===== config.mk =====
export PLATFORM = sky130hd
export DESIGN_NAME = sr4_rx_flat
export DESIGN_NICKNAME = d
export VERILOG_FILES = /design/src/rtl/sr4_rx_if.sv /design/src/rtl/sr4_rx.sv /design/src/flat_wrapper.sv
export SDC_FILE = /design/constraint.sdc
export NUM_CORES = 1
export LEC_CHECK = 0
export CAP_MARGIN = 10
export CORE_AREA = 2 2 45 47
export DETAILED_ROUTE_END_ITERATION = 16
export DIE_AREA = 0 0 47 49
export SLEW_MARGIN = 30
export SYNTH_ARGS = -nofsm -noshare
export SYNTH_HDL_FRONTEND = slang
export SYNTH_SLANG_ARGS = --single-unit

===== constraint.sdc =====
create_clock -name clk -period 1.45 [get_ports clk]
set_input_delay 0.435 -clock clk [delete_from_list [all_inputs] [get_ports clk]]
set_output_delay 0.435 -clock clk [all_outputs]
set_load 0.01 [all_outputs]

===== src/rtl/sr4_rx_if.sv =====
// Receive-side signal bundle for the SR4 serial link: serial line, read strobe,
// received word, handshake and error pulses.
interface sr4_rx_if;
    logic       w;
    logic       rd;
    logic [3:0] Q;
    logic       valid;
    logic       ferr;
    logic       perr;
    logic       ovr;
    logic       busy;

    modport slave (
        input  w,
        input  rd,
        output Q,
        output valid,
        output ferr,
        output perr,
        output ovr,
        output busy
    );

    modport master (
        output w,
        output rd,
        input  Q,
        input  valid,
        input  ferr,
        input  perr,
        input  ovr,
        input  busy
    );
endinterface


===== src/rtl/sr4_rx.sv =====
// SR4 serial-to-parallel frame receiver: start, 4 data bits LSB first, optional
// even parity (compiled in by SR4_RX_PARITY_EN), stop; valid/read handshake.
//
// state  | meaning
// -------+---------------------------------------------------------------
// S_IDLE | line idle, waiting for a 0 start bit
// S_DATA | sampling D0..D3 into the shift register, r_cnt = bit position
// S_PAR  | sampling the even-parity bit (only with SR4_RX_PARITY_EN)
// S_STOP | sampling the stop bit and deciding accept / ferr / perr / ovr
module sr4_rx (
    input  logic         clk,
    input  logic         resetn,
    sr4_rx_if.slave      bus
);

    typedef enum logic [1:0] {
        S_IDLE = 2'd0,
        S_DATA = 2'd1,
`ifdef SR4_RX_PARITY_EN
        S_PAR  = 2'd2,
`endif
        S_STOP = 2'd3
    } state_t;

    state_t     r_state;
    logic [1:0] r_cnt;
    logic [3:0] r_sh;
    logic [3:0] r_q;
    logic       r_valid;
    logic       r_ferr;
    logic       r_ovr;
    logic       r_busy;

    logic       w_par_bad;
    logic       w_hold_full;

`ifdef SR4_RX_PARITY_EN
    logic       r_par;
    logic       r_perr;

    // Even parity: data bits plus parity bit must XOR to zero.
    assign w_par_bad = ^{r_sh, r_par};
`else
    assign w_par_bad = 1'b0;
`endif

    // An unread word that the consumer is not reading on this edge blocks a new one.
    assign w_hold_full = r_valid & ~bus.rd;

    always_ff @(posedge clk or negedge resetn) begin
        if (!resetn) begin
            r_state <= S_IDLE;
            r_cnt   <= 2'd0;
            r_sh    <= 4'd0;
            r_q     <= 4'd0;
            r_valid <= 1'b0;
            r_ferr  <= 1'b0;
            r_ovr   <= 1'b0;
            r_busy  <= 1'b0;
`ifdef SR4_RX_PARITY_EN
            r_par   <= 1'b0;
            r_perr  <= 1'b0;
`endif
        end else begin
            r_ferr <= 1'b0;
            r_ovr  <= 1'b0;
`ifdef SR4_RX_PARITY_EN
            r_perr <= 1'b0;
`endif
            // A read retires the word; an acceptance below overrides this.
            if (r_valid && bus.rd) begin
                r_valid <= 1'b0;
            end

            case (r_state)
                S_IDLE: begin
                    if (!bus.w) begin
                        r_state <= S_DATA;
                        r_cnt   <= 2'd0;
                        r_busy  <= 1'b1;
                    end
                end

                S_DATA: begin
                    r_sh[r_cnt] <= bus.w;
                    r_cnt       <= r_cnt + 2'd1;
                    if (r_cnt == 2'd3) begin
`ifdef SR4_RX_PARITY_EN
                        r_state <= S_PAR;
`else
                        r_state <= S_STOP;
`endif
                    end
                end

`ifdef SR4_RX_PARITY_EN
                S_PAR: begin
                    r_par   <= bus.w;
                    r_state <= S_STOP;
                end
`endif

                S_STOP: begin
                    r_state <= S_IDLE;
                    r_busy  <= 1'b0;
                    if (!bus.w) begin
                        r_ferr <= 1'b1;
                    end else if (w_par_bad) begin
`ifdef SR4_RX_PARITY_EN
                        r_perr <= 1'b1;
`endif
                    end else if (w_hold_full) begin
                        r_ovr <= 1'b1;
                    end else begin
                        r_q     <= r_sh;
                        r_valid <= 1'b1;
                    end
                end

                default: begin
                    r_state <= S_IDLE;
                    r_busy  <= 1'b0;
                end
            endcase
        end
    end

    assign bus.Q     = r_q;
    assign bus.valid = r_valid;
    assign bus.ferr  = r_ferr;
    assign bus.ovr   = r_ovr;
    assign bus.busy  = r_busy;
`ifdef SR4_RX_PARITY_EN
    assign bus.perr  = r_perr;
`else
    assign bus.perr  = 1'b0;
`endif

endmodule


===== src/flat_wrapper.sv =====
// flat-port wrapper written by rule: the top's interface ports become plain ports
module sr4_rx_flat 
  (clk, resetn, bus_w, bus_rd, bus_Q, bus_valid, bus_ferr, bus_perr, bus_ovr, bus_busy);
  sr4_rx_if bus_i ();
  input  logic clk;
  input  logic resetn;
  input wire logic [$bits(bus_i.w)-1:0] bus_w;
  input wire logic [$bits(bus_i.rd)-1:0] bus_rd;
  output wire logic [$bits(bus_i.Q)-1:0] bus_Q;
  output wire logic [$bits(bus_i.valid)-1:0] bus_valid;
  output wire logic [$bits(bus_i.ferr)-1:0] bus_ferr;
  output wire logic [$bits(bus_i.perr)-1:0] bus_perr;
  output wire logic [$bits(bus_i.ovr)-1:0] bus_ovr;
  output wire logic [$bits(bus_i.busy)-1:0] bus_busy;
  assign bus_i.w = bus_w;
  assign bus_i.rd = bus_rd;
  assign bus_Q = bus_i.Q;
  assign bus_valid = bus_i.valid;
  assign bus_ferr = bus_i.ferr;
  assign bus_perr = bus_i.perr;
  assign bus_ovr = bus_i.ovr;
  assign bus_busy = bus_i.busy;
  sr4_rx u_core (.clk(clk), .resetn(resetn), .bus(bus_i));
endmodule

## Word-level counts from Yosys, hierarchy flattened

Cells that the tools add are included.

- Flip-flop bits (word level): 16
- Input port bits: 4
- Output and inout bits: 9
- Word-level logic and storage cells: 47

- Add/subtract/negate cells: 1
- Order comparisons: 2
- Equal/unequal tests: 5
- Muxes and demuxes: 19
- Bitwise operators: 4
- Reductions and logical operators: 8

Operator list:

| operator | number |
|---|---|
| 1-bit two-way mux | 11 |
| 2-bit one-hot mux with 2 select lines | 2 |
| 2-bit two-way mux | 3 |
| 2-bit AND reduction | 3 |
| 4-bit bitwise mux | 1 |
| 2-bit equality test, second input constant | 2 |
| 2-bit by 3-bit < comparator with 1-bit output, second input constant | 1 |
| 1-bit inverter | 3 |
| 3-bit AND reduction | 1 |
| 2-bit by 1-bit adder with 2-bit output, second input constant | 1 |
| 1-bit demux with 2-bit select | 1 |
| 2-bit by 1-bit equality test with 1-bit output, second input constant | 1 |
| 2-bit by 1-bit >= comparator with 1-bit output, second input constant | 1 |
| 1-bit logical AND | 2 |
| 2-bit zero test | 1 |
| 2-bit by 1-bit != test with 1-bit output, second input constant | 1 |
| 2-bit != test, second input constant | 1 |
| 1-bit one-hot mux with 2 select lines | 1 |
| 2-bit nonzero test | 1 |
| 1-bit AND | 1 |

## Logic depth before layout (Yosys ltp)

Gate-level depths: netlist of run 1.

- Depth in word-level cells: 5
- Gate-level depth with buffers: 4
- Depth with buffers taken out: 4

## Worst setup path before layout of run 1

OpenSTA, ideal clock, no wires.

- Path type: input -> register
- Start point: in bus_rd
- End point: reg u_core.r_q[0], in the netlist u_core.bus.Q[0]
- Library setup time: 125 ps
- Arrival: 1,059 ps
- Required time: 1,325 ps
- Path slack: 267 ps
- Stages: 3
- Path buffers: 0
- Cell sequence: nand2b_1 > nor2b_4 > mux2_2

- Word-level cells in the longest chain between the ends: 4

RTL lines:

| item | line | text |
|---|---|---|
| start: declaration | flat_wrapper.sv:8 | `input wire logic [$bits(bus_i.rd)-1:0] bus_rd;` |
| 1-bit inverter | sr4_rx.sv:48 | `assign w_hold_full = r_valid & ~bus.rd;` |
| 1-bit AND | sr4_rx.sv:48 |  |
| 1-bit inverter (no line) | - |  |
| 3-bit AND reduction (no line) | - |  |
| end signal: assignment | sr4_rx.sv:115 | `r_q <= r_sh;` |
| end: declaration | sr4_rx.sv:28 | `logic [3:0] r_q;` |

No other way between the ends.
A chain may end at the register's enable or synchronous reset.

## Worst setup path in the final report of run 1

- Start point: in bus_w
- End point: reg u_core.r_q[3], in the netlist u_core.bus.Q[3]

- Word-level cells in the longest chain between the ends: 1

RTL lines:

| item | line | text |
|---|---|---|
| start: declaration | flat_wrapper.sv:7 | `input wire logic [$bits(bus_i.w)-1:0] bus_w;` |
| 3-bit AND reduction (no line) | - |  |

No other way between the ends.

==> results.ini, run 1 <==
[synthesis]
synth_area_per_cell_um2 = 12.8
synth-seq-cells = 16
synth.area.top_cells = dfrtp_1, ha_1, mux2_2
ys_types = 16
synth.most_common_cell = dfrtp_1
syn_nets = 61
ys_seq_area_share_pct = 58.9
synth_top_area_cell = dfrtp_1
netlist.area_leader.share_pct = 58.9
synth_edf_count = 0
synth.top_cells.by_count = dfrtp_1, nand2_1, nor2_1
ys.flop_type = dfrtp_1
netlist_instances = 53
yosysWarnings = 0
synthArstFlopShare_pct = 100
synth_area_um2 = 679

[global_routing]
grt_pass1_wl_mm = 1.79
overflow = 0
grt_start_max_net_pins = 17
grt_pass1_vias = 416
antenna_found_initial = 0
track_usage_pct = 11.3

[power_and_ir_drop]
p_switching_mw = 0.552
swShare_pct = 32.8
p_leak_nw = 0.446
p_int_mw = 1.13
clockPowerShare_pct = 17.7
p_seq_share_pct = 45.4
cellPowerDensity_nw_per_um2 = 1930
vdd_drop_max_v = 0.000952
power_frac_comb_pct = 37.0

[place]
place.gp.congestion = 0.651
io_buffers = 11
placed_cells = 94
place_hpwl_um = 807
dpl_cell_area_um2 = 846
dp_slack_ns = -0.260

[routing]
avgViaCountPerCell = 4.22
first_iter_violations = 2
vias = 414
firstDrtPassIters = 2
drt_wl_total_mm = 1.06
drc = 0
wl_per_cell_um = 10.8
drtAntennaViolNets = 0

[setup_path]
cp_slowest_cell = clkdlybuf4s50_1
critPathLaunchType = input port
arrival_ns = 1.58
worstPathCellList = clkdlybuf4s50_1, nand3_2, nor2b_4, mux2_2
endpoint_kind = flip-flop
crit_fanout = 4
cp.required_ns = 1.63
worst_path_largest_cell_delay_ns = 0.50
timing.critical_path.max_delay_family = buffers and inverters
crit_buf_inv = 1
crit_type = in2reg

[floorplan]
die_h_um = 49
dieArea_um2 = 2300
fp.coreArea_um2 = 1840
initial_utilization_pct = 36.9
die_w_um = 47
rows = 16
io_pins = 13

[hold_path]
worstHoldPathType = in2async

[clock_tree]
path_clk_slew_ns = 0.09
clkLatencyLatePin_ns = 0.29
cts-hold-fix-buffers = 0
h-tree-depth = 1
cts_tree = built
cts_setup_buffers = 0
cts_buffers = 3
cts_sinks = 16
cts_root_buf = clkbuf_4
cts.path.max_buffers = 2

[flow_run]
max-cap-violations = 0

[status]
outcome = finished, final reports clean

[layout]
nets = 80
fillers = 191
syn_to_final_growth_pct = 28.4
finalNonFillerCells = 98
diodes = 0
drive_gt1_share_pct = 23.9
stdcell_area_um2 = 872

[timing]
setup_viol = 0
period_share_pct = 96.5
timing.final.ws_setup_ns = 0.0513
skew_ns = 0.00331
fin_hold_ws_ns = 0.453
period_needed_ns = 1.40
finalHoldViolations = 0
slew_violations = 0
rsz0062_at_grt = no
fin_setup_tns_ns = 0
fmax_ghz = 0.715

==> registers in the layout, summed over array words and instances (netlist names) <==
signal            count
u_core.bus.Q          4
u_core.r_cnt          2
u_core.bus.busy       1
u_core.r_state        2
u_core.bus.valid      1
u_core.bus.ovr        1
u_core.bus.ferr       1
u_core.r_sh           4
==> worst paths after layout <==
kind                                    from               end  slack, ns  depth (start not counted)
max                                    bus_w   u_core.bus.Q[3]       0.05                          4
min                                   resetn   u_core.bus.ferr       0.45                          2
max reg2reg                u_core.r_state[1]   u_core.bus.Q[3]       0.17                          3
min reg2reg                  u_core.bus.busy   u_core.bus.busy       0.50                          2
max in group asynchronous             resetn  u_core.bus.valid       0.81                          2
min in group clk             u_core.bus.busy   u_core.bus.busy       0.50                          2
==> metrics by stage <==
step,power [mW],utilization [%]
floorplan,1.18,-
global placement,1.46,45.9
detailed placement,1.47,45.9
CTS,1.71,47.4
global route,1.82,47.4
finish,1.68,47.4
==> power by group through the flow <==
stage	Combinational [mW]	Sequential, mW	Clock [mW]
after floorplan	0.378	0.798	0
final	0.623	0.764	0.297
after global placement	0.678	0.781	0
after global routing	0.711	0.791	0.322
after CTS	0.633	0.770	0.309
after detailed placement	0.690	0.784	0
==> per-layer routing <==
| layer | track usage, % | vias up | wire length (µm) |
|---|---|---|---|
| li1 | - | 207 | - |
| met1 | 14.4 | 195 | 519 |
| met2 | 17.1 | 10 | 478 |
| met3 | 3.33 | 2 | 37 |
| met4 | 5.56 | 0 | 27 |
| met5 | 0 | - | 0 |
==> cell usage in the layout, fill, tap and decap left out <==
cell             instances
clkbuf_8                 1
nor2_1                   5
and2_4                   1
buf_4                    4
nand3_2                  1
dlygate4sd2_1            8
ha_1                     4
nor2b_4                  2
conb_1                   1
inv_1                    3
dfrtp_1                 16
mux2_1                   3
mux2_2                   4
o21ai_0                  2
nand2_1                  7
nand2b_1                 1
mux2_4                   1
a21oi_1                  1
clkbuf_4                 3
clkdlybuf4s50_1          3
==> final cells by class <==
class                      instances  area (µm²)  area share [%]
sequential                        16         400            45.9
multi-input combinational         33         260            29.8
clock buffer                       4        36.3            4.16
inverter                           3        11.3            1.29
timing repair buffer              15         130            14.9
tap                               27        33.8            3.87
==> cell families (layout without fill, tap and decap cells) <==
kind of cell / after synthesis / in the layout / synth area share, %
fa+ha+maj: 4 / 4 / 7.37
simple gates: 17 / 17 / 14.4
other cells: 1 / 1 / 0.552
buf+inv: 4 / 22 / 2.76
compound gates: 3 / 3 / 2.21
mux: 8 / 8 / 13.8
flops: 16 / 16 / 58.9
==> what timing repair did <==
item                                    in CTS  in global routing
endpoints found under the hold margin        0                  0
endpoints found under the setup margin       8                  0
gates resized for setup                      8                  0
Note: power is estimated with default switching activity, not from simulation.
==> run 2: changes to the inputs <==
--- a/config.mk
+++ b/config.mk
@@ -5,10 +5,11 @@
 export SDC_FILE = /design/constraint.sdc
 export NUM_CORES = 1
 export LEC_CHECK = 0
-export CAP_MARGIN = 10
-export CORE_AREA = 2 2 45 47
+export CAP_MARGIN = 20
+export CORE_AREA = 2 2 41 43
 export DETAILED_ROUTE_END_ITERATION = 16
-export DIE_AREA = 0 0 47 49
+export DIE_AREA = 0 0 43 45
+export PLACE_DENSITY = 0.72
 export SLEW_MARGIN = 30
 export SYNTH_ARGS = -nofsm -noshare
 export SYNTH_HDL_FRONTEND = slang
==> results.ini, run 2 (same netlist as run 1, synthesis figures left out) <==
[status]
outcome = finished, final reports clean

[clock_tree]
path_clk_slew_ns = 0.08
h-tree-depth = 1
cts.path.max_buffers = 2
cts_root_buf = clkbuf_4
cts_sinks = 16
clkLatencyLatePin_ns = 0.27
cts-hold-fix-buffers = 0
cts_tree = built
cts_buffers = 3

[place]
place_hpwl_um = 774
place.gp.congestion = 0.673
placed_cells = 82
io_buffers = 11

[power_and_ir_drop]
p_leak_nw = 0.453
vdd_drop_max_v = 0.00115
cellPowerDensity_nw_per_um2 = 1880

[setup_path]
r2r-start = u_core.r_state[1]
cp_slowest_cell = dfrtp_1
crit_type = reg2out
arrival_ns = 0.97
endpoint_kind = primary output
crit_fanout = 2
worstPathCellList = dlygate4sd2_1
critPathLaunchType = flip-flop
timing.critical_path.max_delay_family = flip-flops
startpoint = u_core.bus.valid
worst_path_largest_cell_delay_ns = 0.41
crit_buf_inv = 1
cp.required_ns = 1.02

[floorplan]
die_w_um = 43
die_h_um = 45
dieArea_um2 = 1940
fp.coreArea_um2 = 1470
rows = 14
initial_utilization_pct = 46.2
io_pins = 13

[layout]
final_cell_mix = dfrtp_1, dlygate4sd2_1, nand2_1
nets = 80
diodes = 0
drive_gt1_share_pct = 24.3
finish.utilization_pct = 58.1
layout_commonest_cell = dfrtp_1
finalNonFillerCells = 86
syn_to_final_growth_pct = 25.8

[routing]
vias = 397
first_iter_violations = 3
firstDrtPassIters = 3
drc = 0
wl_per_cell_um = 11.8
drt_wl_total_mm = 1.02
drtAntennaViolNets = 0
avgViaCountPerCell = 4.62

[timing]
finalHoldViolations = 0
rsz0062_at_grt = no
period_share_pct = 97.2
fmax_ghz = 0.709
fin_setup_tns_ns = 0
setup_viol = 0
slew_violations = 0
period_needed_ns = 1.41
skew_ns = 0.00219

[global_routing]
antenna_found_initial = 0
overflow = 0
track_usage_pct = 12.7
grt_pass1_vias = 400
grt_start_max_net_pins = 17
grt_pass1_wl_mm = 1.77

[flow_run]
max-cap-violations = 0

[hold_path]
worstHoldPathType = in2async

[run 2: cell count changes in the layout (fill, tap and decap cells not counted)]
| cell | previous run | this run |
|---|---|---|
| clkbuf_8 | 1 | 0 |
| clkdlybuf4s50_1 | 3 | 2 |
| dlymetal6s2s_1 | 0 | 1 |
| nand2b_1 | 1 | 0 |
| nand2b_4 | 0 | 1 |
[run 2: layout make-up]
| class | count | area (µm²) |
|---|---|---|
| inverters | 3 | 11.3 |
| flip-flops and latches | 16 | 400 |
| clock buffers | 3 | 22.5 |
| well taps | 16 | 20.0 |
| fillers | 132 | 617 |
| repair buffers | 15 | 133 |
| multi-input cells | 33 | 268 |
[run 2: worst paths after layout]
check,slack (ns),cells past startpoint,endpoint
setup / recovery,0.04,1,bus_valid
hold / removal,0.47,2,u_core.bus.valid
setup reg to reg,0.18,3,u_core.bus.Q[3]
hold reg to reg,0.50,1,u_core.r_sh[1]
max in group asynchronous,0.80,2,u_core.r_sh[1]
min in group clk,0.50,1,u_core.r_sh[1]
[run 2: routing by layer]
| metal | wire length (µm) | GRT usage [%] |
|---|---|---|
| met5 | 0 | 0 |
| met4 | 14 | 9.09 |
| met3 | 41 | 2.00 |
| met2 | 501 | 21.5 |
| met1 | 458 | 15.0 |
[run 2: power breakdown]
part	switching, mW	internal [mW]	leakage [nW]
sequential	0.130	0.643	0.196
combinational	0.278	0.340	0.243
clock	0.123	0.0961	0.0138
[run 2: repair_timing]
item	4_1_cts	5_1_grt
setup buffers	0	1
endpoints found under the setup margin	8	4
gates resized for setup	8	2
[run 2: metrics by stage]
step | cell area [µm²] | hold slack [ns] | power, mW | setup WS [ns]
after floorplan | 679 | 0.139 | 1.18 | 0.267
after global placement | 825 | 0.475 | 1.43 | -0.245
after detailed placement | 825 | 0.478 | 1.46 | -0.283
after CTS | 837 | 0.474 | 1.62 | 0.0213
after global routing | 855 | 0.481 | 1.74 | 0.000000555
final | 855 | 0.472 | 1.61 | 0.0405
==> RTL edit, RTL diff (settings of run 2) <==
Encoding of `state_t`: now one-hot (3 bits for 3 states).
--- a/src/rtl/sr4_rx.sv
+++ b/src/rtl/sr4_rx.sv
@@ -13,13 +13,13 @@
     sr4_rx_if.slave      bus
 );
 
-    typedef enum logic [1:0] {
-        S_IDLE = 2'd0,
-        S_DATA = 2'd1,
+    typedef enum logic [2:0] {
+        S_IDLE = 3'b001,
+        S_DATA = 3'b010,
 `ifdef SR4_RX_PARITY_EN
         S_PAR  = 2'd2,
 `endif
-        S_STOP = 2'd3
+        S_STOP = 3'b100
     } state_t;
 
     state_t     r_state;
Check against the original RTL: same outputs for any inputs over 10 cycles, from zero or initial values and one cycle with resetn low; not proved beyond that.
==> RTL edit against run 2 <==
  * The flow now finishes with violations (negative setup slack)
  * Sequential cell count grew 1
  * Area after synthesis is 13% higher
  * Setup slack worse by 0.047 ns
  * Clock skew down 0.0015 ns
  * Wire length increased by 36%
  * Power rose by 1.2%
  * Design area rose by 24%
==> RTL edit: results (changes against run 2) <==
- Clock root buffer: clkbuf_4
- Async SR Flop Fraction: 100% (unchanged)
- Clock Pin Slew Worst Setup and Hold Paths: 0.10 ns (+0.02 ns)
- Initial DRC Count: 5 (+2)
- Worst reg2reg path endpoint: u_core.r_cnt[1]
- Final WS setup: -0.00603 ns (-0.0466 ns)
- Synth warn: 0 (unchanged)
- Share of layout cells above drive strength 1: 47.3% (+23 points)
- Leakage: 0.518 nW (+14%)
- DP Worst Slack: -0.352 ns (-0.0689 ns)
- Pin count of the biggest net entering global routing: 18 (+1)
- CTS Buf Count: 3 (unchanged)
- CTS H-tree depth: 1 (unchanged)
- Post-synth net total: 72 (+18%)
- Fillers: 122 (-7.6%)
- Vias per cell: 5.21 (+13%)
- Largest cells by area after synthesis: dfrtp_1, mux2_2, ha_1, dfstp_2, nand2_1
- HPWL Detailed: 988 um (+28%)
- Port bufs: 11 (unchanged)
- Synth top cells by count: dfrtp_1, mux2_2, nand2_1, nor2_1, ha_1
- GRT Total Usage: 17.2% (+4.4 points)
- Synth Instances: 64 (+21%)
- Wire length per cell: 13.0 um (+9.6%)
- Antenna diodes: 0 (unchanged)
- Clk_skew: 0.000688 ns (-0.00150 ns)
- Maximum vdd drop: 0.000985 V (-14%)
- Cells on worst reg2reg path: 4 (+1)
- Slowest stage cell, crit path: dfstp_2
- Clk Latency, worst-skew pair: 0.29 ns (+0.02 ns)
- Hold Crit Class: in -> async
- Initial antenna violation count: 0 (unchanged)
- Failing checks: negative setup slack
- RR Startpoint: u_core.r_state[0]
- Placed insts: 100 (+22%)
- Max clock buf depth: 2 (unchanged)
- RePlAce Congestion: 0.750 (+12%)
- Register area share after synthesis: 55.4% (-3.6 points)
- Crit-path max cell delay: 0.55 ns (+0.14 ns)
- Final Setup Violations: 2 (+2)
- First-pass DRT Iterations: 2 (-1)
- Synth unique cells: 24 (+8)
- Global-route wire length before repair: 2.38 mm (+35%)
- Vias in the first global route: 548 (+37%)
- Critical Path Fanout Max: 7 (+5)
- Status: finished with violations
- Layout Cells excl Fill: 107 (+24%)
[RTL edit: cell count changes in the layout (fill, tap and decap cells not counted), moves of 3 or more]
cell	change
inv_1	-3
mux2_1	-3
buf_4	+11
mux2_2	+4
[RTL edit: per-stage QoR]
step,setup TNS (ns),power (mW),instance area (um2),utilization [%],hold slack (ns)
after floorplan,-0.0398,1.00,786,-,0.139
after global placement,-2.12,1.22,980,66.6,0.485
after detailed placement,-2.20,1.24,980,66.6,0.489
after CTS,-0.0167,1.56,1030,70.2,0.466
after global routing,-0.187,1.76,1060,71.9,0.462
final,-0.0120,1.63,1060,71.9,0.464
[RTL edit: layout make-up]
class / instances / area, um2 / area share (%)
Timing Repair Buffer: 26 / 213 / 20.1
Inverter: 2 / 7.51 / 0.709
Clock buffer: 3 / 22.5 / 2.13
Sequential cell: 17 / 428 / 40.4
Multi-Input combinational cell: 42 / 363 / 34.3
Clock inverter: 1 / 5.00 / 0.473
Tap cell: 16 / 20.0 / 1.89
[RTL edit: worst max-delay path by stage]
| stage | start | endpoint | cells past startpoint |
|---|---|---|---|
| after detailed placement | bus_w | u_core.r_cnt[0] | 4 |
| after CTS | u_core.r_state[0] | u_core.r_cnt[0] | 3 |
| after floorplan | u_core.r_cnt[1] | u_core.r_cnt[1] | 5 |
| after global placement | bus_w | u_core.r_cnt[0] | 4 |
| after global routing | u_core.r_state[0] | u_core.r_cnt[1] | 4 |
| final | u_core.r_state[0] | u_core.r_cnt[1] | 4 |
[RTL edit: what timing repair did]
item	4_1_cts	5_1_grt
gates resized for setup	13	8
setup buffers	3	0
endpoints found under the setup margin	10	8
pin swaps	3	2
[RTL edit: report_power, final]
part           switching, mW  internal, mW
registers             0.0914         0.610
clock network          0.147         0.103
logic                  0.269         0.411
total                  0.507          1.12
[RTL edit: layer usage]
layer / GRT usage, % / vias up / routed length (um)
met2: 28.5 / 13 / 643
met5: 0 / - / 0
met4: 9.09 / 0 / 47
met3: 4.80 / 7 / 46
met1: 20.5 / 272 / 649
li1: - / 265 / -
[RTL edit: cells by family (layout without fill, tap and decap cells)]
| kind of cell | after synthesis | after routing | share of synthesized area, % |
|---|---|---|---|
| AOI/OAI and AO/OA | 5 | 5 | 3.57 |
| adders and majority gates | 4 | 4 | 6.49 |
| buffers and inverters | 5 | 32 | 3.57 |
| DFF | 17 | 17 | 55.4 |
| muxes | 9 | 9 | 13.1 |
| other | 1 | 1 | 0.487 |
| and+or+nand+nor | 23 | 23 | 17.4 |
[RTL edit: critical path: cells and delay by family, from the launching register on]
family	cells	cell delay, ns
AOI/OAI and AO/OA	1	0.14
buffers and inverters	1	0.16
DFF	1	0.55
and+or+nand+nor	2	0.51
